[config.mk]
export PLATFORM = sky130hd
export DESIGN_NAME = multi_mux_arb
export DESIGN_NICKNAME = d
export VERILOG_FILES = /design/src/rtl/multi_mux_arb.sv
export SDC_FILE = /design/constraint.sdc
export NUM_CORES = 1
export LEC_CHECK = 0
export ABC_CLOCK_PERIOD_IN_PS = 2000
export CAP_MARGIN = 20
export CORE_AREA = 8 8 45 47
export DETAILED_ROUTE_END_ITERATION = 8
export DIE_AREA = 0 0 53 55
export MAX_ROUTING_LAYER = met4
export PLACE_DENSITY = 0.71
export SYNTH_ARGS = -nofsm -noshare
export SYNTH_HDL_FRONTEND = slang
export SYNTH_SLANG_ARGS = --single-unit
[constraint.sdc]
create_clock -name clk -period 2 [get_ports clk]
set_input_delay 0.5 -clock clk [delete_from_list [all_inputs] [get_ports clk]]
set_output_delay 0.5 -clock clk [all_outputs]
set_load 0.01 [all_outputs]
[src/rtl/multi_mux_arb.sv]
// multi_mux_arb: registered N-channel W-bit multiplexer with valid/ready handshaking,
// round-robin or fixed-priority arbitration and a forced-select override.
module multi_mux_arb #(
  parameter int W    = 4,
  parameter int N    = 2,
  parameter int MODE = 0,
  localparam int SW  = (N > 1) ? $clog2(N) : 1
) (
  input  logic           clk,
  input  logic           rst_n,
  input  logic [N*W-1:0] in_data,
  input  logic [N-1:0]   in_valid,
  output logic [N-1:0]   in_ready,
  input  logic           force_en,
  input  logic [SW-1:0]  force_sel,
  output logic [W-1:0]   out_data,
  output logic [SW-1:0]  out_ch,
  output logic           out_valid,
  input  logic           out_ready
);

  logic [N-1:0]   elig;
  logic [2*N-1:0] rot;
  logic           any_elig;
  logic [SW-1:0]  grant;
  logic [W-1:0]   grant_data;
  logic           load;
  logic           xfer;

  logic [W-1:0]   out_data_q,  out_data_d;
  logic [SW-1:0]  out_ch_q,    out_ch_d;
  logic           out_valid_q, out_valid_d;
  logic [SW-1:0]  ptr_q,       ptr_d;

  // An out-of-range force_sel matches no channel, so the mask is simply empty.
  always_comb begin
    for (int i = 0; i < N; i++) begin
      elig[i] = in_valid[i] & (!force_en | (force_sel == SW'(i)));
    end
  end

  always_comb begin
    // NOTE: every always_comb output gets a default first so no path can infer a latch.
    grant    = '0;
    any_elig = 1'b0;
    rot      = {elig, elig} >> ptr_q;
    if (MODE == 1) begin
      for (int i = N - 1; i >= 0; i--) begin
        if (elig[i]) begin
          grant    = SW'(i);
          any_elig = 1'b1;
        end
      end
    end else begin
      // rot[k] is channel (ptr+k) mod N; scanning down leaves the smallest offset winning.
      for (int k = N - 1; k >= 0; k--) begin
        if (rot[k]) begin
          grant    = (int'(ptr_q) + k >= N) ? SW'(int'(ptr_q) + k - N) : SW'(int'(ptr_q) + k);
          any_elig = 1'b1;
        end
      end
    end
  end

  always_comb begin
    grant_data = '0;
    for (int i = 0; i < N; i++) begin
      if (grant == SW'(i)) grant_data = in_data[i*W +: W];
    end
  end

  assign load = !out_valid_q | out_ready;
  assign xfer = rst_n & load & any_elig;

  always_comb begin
    for (int i = 0; i < N; i++) begin
      in_ready[i] = xfer & (grant == SW'(i));
    end
  end

  always_comb begin
    out_data_d  = out_data_q;
    out_ch_d    = out_ch_q;
    out_valid_d = out_valid_q;
    ptr_d       = ptr_q;
    if (xfer) begin
      out_data_d  = grant_data;
      out_ch_d    = grant;
      out_valid_d = 1'b1;
      if (MODE == 0) begin
        ptr_d = (int'(grant) == N - 1) ? '0 : grant + 1'b1;
      end
    end else if (load) begin
      out_valid_d = 1'b0;
    end
  end

  // NOTE: sequential state uses non-blocking assignments so every flop samples pre-edge values.
  always_ff @(posedge clk) begin
    if (!rst_n) begin
      out_data_q  <= '0;
      out_ch_q    <= '0;
      out_valid_q <= 1'b0;
      ptr_q       <= '0;
    end else begin
      out_data_q  <= out_data_d;
      out_ch_q    <= out_ch_d;
      out_valid_q <= out_valid_d;
      ptr_q       <= ptr_d;
    end
  end

  assign out_data  = out_data_q;
  assign out_ch    = out_ch_q;
  assign out_valid = out_valid_q;

endmodule

======== After elaboration in Yosys (flattened, before gate mapping) ========
Index checks and enable logic that the tools add are counted.
storage, ports and cells
  flip-flop bits (word level) ............. 7
  output and inout port bits .............. 8
cells by class
  bitwise gates (word level) .............. 11
  reduce and logical (&&, ||, !) cells .... 3
  multiplexer cells ....................... 10
  add/subtract/negate cells ............... 4
  $lt $le $gt $ge ......................... 2
  shifts and indexed selects .............. 1
operators with widths
  operator                                                                count
  1-bit two-way mux                                                       9
  1-bit bitwise AND                                                       6
  4-bit two-way mux                                                       1
  4-bit by 1-bit right shift with 2-bit output                            1
  1-bit OR                                                                3
  1-bit by 1-bit adder with 2-bit output (second input constant)          1
  1-bit by 2-bit >= comparator with 1-bit output (second input constant)  1
  2-bit >= comparator (second input constant)                             1
  1-bit logical NOT                                                       2
  1-bit NOT                                                               2
  2-bit nonzero test                                                      1
  1-bit subtractor (second input constant)                                2
  1-bit adder (second input constant)                                     1

======== Longest topological paths before layout ========
  word-level depth ........................ 8
  depth in mapped cells ................... 4

======== Worst setup path after synthesis ========
Ideal clock, no wire load.
  kind .................................... input -> output
  start point ............................. input in_valid[0]
  end point ............................... output in_ready[0]
  data required time ...................... 1.500 ns
  arrival ................................. 0.998 ns
  setup slack ............................. 0.502 ns
  cell stages on the path ................. 3
  path buffers ............................ 0
  cells stage by stage .................... a21boi_2 > o21a_1 > and2_1
on the way
  word-level cells in the longest chain between the ends .. 6
  elaborated cells between the ends (all ways) .. 9
RTL lines
  element                                           line    text
  start: declaration                                12      input logic [N-1:0] in_valid,
  1-bit bitwise AND (*)                             38      elig[i] = in_valid[i] & (!force_en | (force_sel == SW'(i)));
  4-bit by 1-bit right shift with 2-bit output (*)  46      rot = {elig, elig} >> ptr_q;
  1-bit two-way mux (2 in a row)                    57      if (rot[k]) begin
  1-bit bitwise AND or 1-bit NOT (tied branches)    73, 77
  1-bit bitwise AND (*)                             77      in_ready[i] = xfer & (grant == SW'(i));
  end: declaration                                  13      output logic [N-1:0] in_ready,
Mark *: on every way between the ends. The rest lies on a longest branch, timed or not.

======== Worst setup path after layout ========
  start point ............................. input rst_n
  end point ............................... output in_ready[0]
on the way
  word-level cells in the longest chain between the ends .. 3
RTL lines
  element                         line  text
  start: declaration              10    input logic rst_n,
  1-bit bitwise AND (2 in a row)  73    assign xfer = rst_n & load & any_elig;
  1-bit bitwise AND               77
Every way passes these cells.

==> summary by stage <==
Run status
The run finished with clean final reports.

Final layout
0 antenna diodes ended up in the layout. The multi-input logic area is 240 µm². Summing all non-filler instances in the final layout gives an area of 702 µm². Relative to the synthesized area, the layout overhead comes to 96.8%. The sequential standard cell area is 140 µm².

The share of the core filled with cells in the final layout is 50.7%. The fill cell instance count of the final layout is 130. For this run, the number of standard cells in the final layout without fillers is 85.

The number of nets at the end of the flow is 85. Cells with a size suffix above 1 make up 37.7% of the layout.

Setup path
The critical path is of the input port to output port type. STA classifies the critical path endpoint as an output port. The worst path buffer plus inverter count is 2. The worst register-to-register path has a depth of 4.

The worst reg-to-reg setup slack is 670 ps. Of all nets on the critical path, the largest fanout is 3. The sort of element at the start of the critical path is an input port. At the worst endpoint, the required time is 1500 ps.

On the critical path the largest part of the delay comes from buffers and inverters. The endpoint of the worst setup timing path is in_ready[0]. The launch point of the critical path is rst_n. Data arrives at the worst endpoint at 1400 ps. For this run, the slowest stage of the critical path takes 500 ps.

Walking the worst path, the cells encountered are clkdlybuf4s50_1 -> and2_4 -> and2_1 -> buf_2. The origin of the critical flop-to-flop path is ptr_q$_SDFFE_PN0P_. The critical path depth in cells is 4. The end of the worst register-to-register path is out_data[1]$_SDFFE_PN0P_. The critical path's slowest cell is clkdlybuf4s50_1.

Floorplanning
In this run the horizontal extent of the chip is 53 µm. The initial utilization of the core area, before any placement, comes to 25.8%. In this run the count of I/O pins placed on the die edge is 23. The region available for standard cell placement spans 1380 µm².

The number of cell rows is 14. The overall die height is 55 µm. The die covers 2920 µm².

GRT
For met1 alone, demand over resource in global routing was 10.8%. The global routing stage identified its most utilized layer as met2. The number of global-route vias before repair is 445.

Global routing used 9.40% of the available tracks across all layers. The pin count of the biggest net entering global routing is 6. The met3 track demand over resource is 4.28%.

After global routing the overflow that remains totals 0. The met2 usage is 12.1%. The number of antenna violations at the first check in global routing is 0. The first global-routing pass estimated 1930 µm of wire.

Route
In this run, the number of DRC markers left after iteration 0 of detailed routing was 6. Using the TritonRoute via totals, the vias-per-cell ratio works out to 4.68. For this block, the routed nets add up to 1090 µm of wire. The detailed-route wire length per cell is 12.9 µm.

For this run, design rule violations remaining after detail routing come to 0. The first TritonRoute pass finished after 2 iterations. The number of antenna-violating nets in the routed design is 0. Summing over every cut layer, the via total after detailed routing is 398.

Placement
In this run, placement finished with an instance count of 80. The HPWL after detailed placement is 866 µm. The routability congestion estimate from global placement is 0.684. Once placement finished, the instance area stood at 657 µm². The port buffer count is 22. The worst slack at placement is -518 ps.

Synth
Yosys mapped a number of flops with a built-in enable equal to 0. The number of nets in the synthesized netlist is 49. Counting every instance in the synthesized netlist gives 34. The number of warnings printed during yosys synthesis is 0.

The area share of the largest cell type after synthesis is 39.3%. In the post-synthesis netlist, the biggest area contributors are dfxtp_1 39%, a221o_1 11%, and3_1 7.0%. The share of flip-flops with an asynchronous set or reset is 0%. Counting flops and latches in the post-synthesis netlist gives 7. The most common flop cell mapped by yosys is dfxtp_1.

The per-instance average area after synthesis is 10.5 µm². Sequential elements use 39.3% of the synthesized area. dfxtp_1 takes more of the synthesized area than any other cell. The count of unique library cells instantiated by Yosys is 18.

The cell area that synthesis handed to floorplanning was 357 µm².

Timing
The number of failing setup endpoints in the final timing report is 0. The final max-slew violation count is 0. The count of endpoints failing hold in the final timing report is 0. The worst pin sits at a relative slew slack of 82.8%. The post-route minimum period is 1900 ps. The highest achievable clock rate is 528 MHz. The least setup slack across all paths after layout is 105 ps. In the finished design, the share of the clock period the worst path needs comes to 94.8%. Across the routed clock network, the largest skew measured is 0.868 ps. The transition at the pin with the smallest max-transition slack is 257 ps. Setup repair after global routing left no endpoint under its margin.

Pwr
IR analysis of the VDD net gives a maximum drop of 282 µV. Total power for the finished layout comes to 417 µW. The power per cell area is 594 nW/µm². For this design the static power due to leakage is 0.000330 µW.

CTS
The TritonCTS sink count is 7. The clock passes through at most 2 buffers. Buffers inserted during clock tree synthesis total 3.

The tree is rooted in a clkbuf_4. The CTS H-tree depth is 1. The clock-pin slew on the worst setup and hold paths is 50 ps. At the later pin of the worst-skew pair, clock insertion delay measures 250 ps.

TritonCTS built the clock tree. The quantity of hold-fixing buffers added after cts is 0.

Worst hold path
The worst hold path class is flop to flop. The worst hold path depth is 1.

Job
The tool flagged a number of max-cap violations equal to 0.
state kept, by name (all words and copies together), names as in the netlist:
register and cells:
out_valid 1, out_data 4, ptr_q 1, out_ch 1
final cells by class:
type / instances / share of cell area [%]
clock buffers: 4 / 3.74
well taps: 16 / 2.85
inverters: 1 / 0.535
flip-flops and latches: 7 / 20.0
multi-input cells: 26 / 34.2
repair buffers: 31 / 38.7
cells in the final DEF, fill, tap and decap left out, drive strengths merged:
cell            n
a21o            1
inv             1
dfxtp           7
a221o           4
o311ai          1
o21a            2
buf            11
nor2            2
clkbuf          5
o221a           1
dlymetal6s2s    1
and2b           1
and3            4
and2            2
nand2b          3
a21boi          2
clkdlybuf4s50  15
nand2           2
o22ai           1
dlygate4sd2     3
where the power goes:
group	internal (µW)	total [µW]	switching [µW]
Clock	76.3	130	53.9
Combinational	80.6	125	44.0
Sequential	153	162	9.46
Total	310	417	107
per-layer routing:
| metal | share of wire [%] | wire [µm] | up-vias |
|---|---|---|---|
| met1 | 50 | 542 | 173 |
| li1 | - | - | 203 |
| met4 | 0.82 | 9 | 0 |
| met3 | 7.6 | 83 | 2 |
| met5 | 0 | 0 | - |
| met2 | 42 | 457 | 20 |
synth_stat cells (all sizes together), types with 2 or more instances:
library cell  n
nand2         2
nor2          2
a21boi        2
a221o         4
and3          4
nand2b        3
dfxtp         7
o21a          2
and2          2
logic make-up (layout without fill, tap and decap cells):
logic type             after synthesis  count (layout)  synth area share (%)
DFF                                  7               7                  39.3
buffers and inverters                1              36                  1.05
and+or+nand+nor                     14              14                  23.2
AOI/OAI and AO/OA                   12              12                  36.5
metrics by stage:
stage               hold WS, ps  setup TNS, ps
floorplan                   507              0
global placement            446          -1170
detailed placement          450          -1250
CTS                         468              0
global route                483              0
finish                      461              0
worst min-delay path by stage:
stage / start / endpoint / slack [ps]
finish: out_ch$_SDFFE_PN0P_ / out_ch$_SDFFE_PN0P_ / 460
global route: out_ch$_SDFFE_PN0P_ / out_ch$_SDFFE_PN0P_ / 480
CTS: out_ch$_SDFFE_PN0P_ / out_ch$_SDFFE_PN0P_ / 470
detailed placement: out_ch$_SDFFE_PN0P_ / out_ch$_SDFFE_PN0P_ / 450
global placement: out_ch$_SDFFE_PN0P_ / out_ch$_SDFFE_PN0P_ / 450
floorplan: out_ch$_SDFFE_PN0P_ / out_ch$_SDFFE_PN0P_ / 510
timing repair:
item                       4_1_cts  5_1_grt
hold endpoints to repair         0        0
resized for setup               16        3
buffers inserted                 1        0
setup endpoints to repair        2        2
Note: power is estimated with default switching activity, not from simulation.
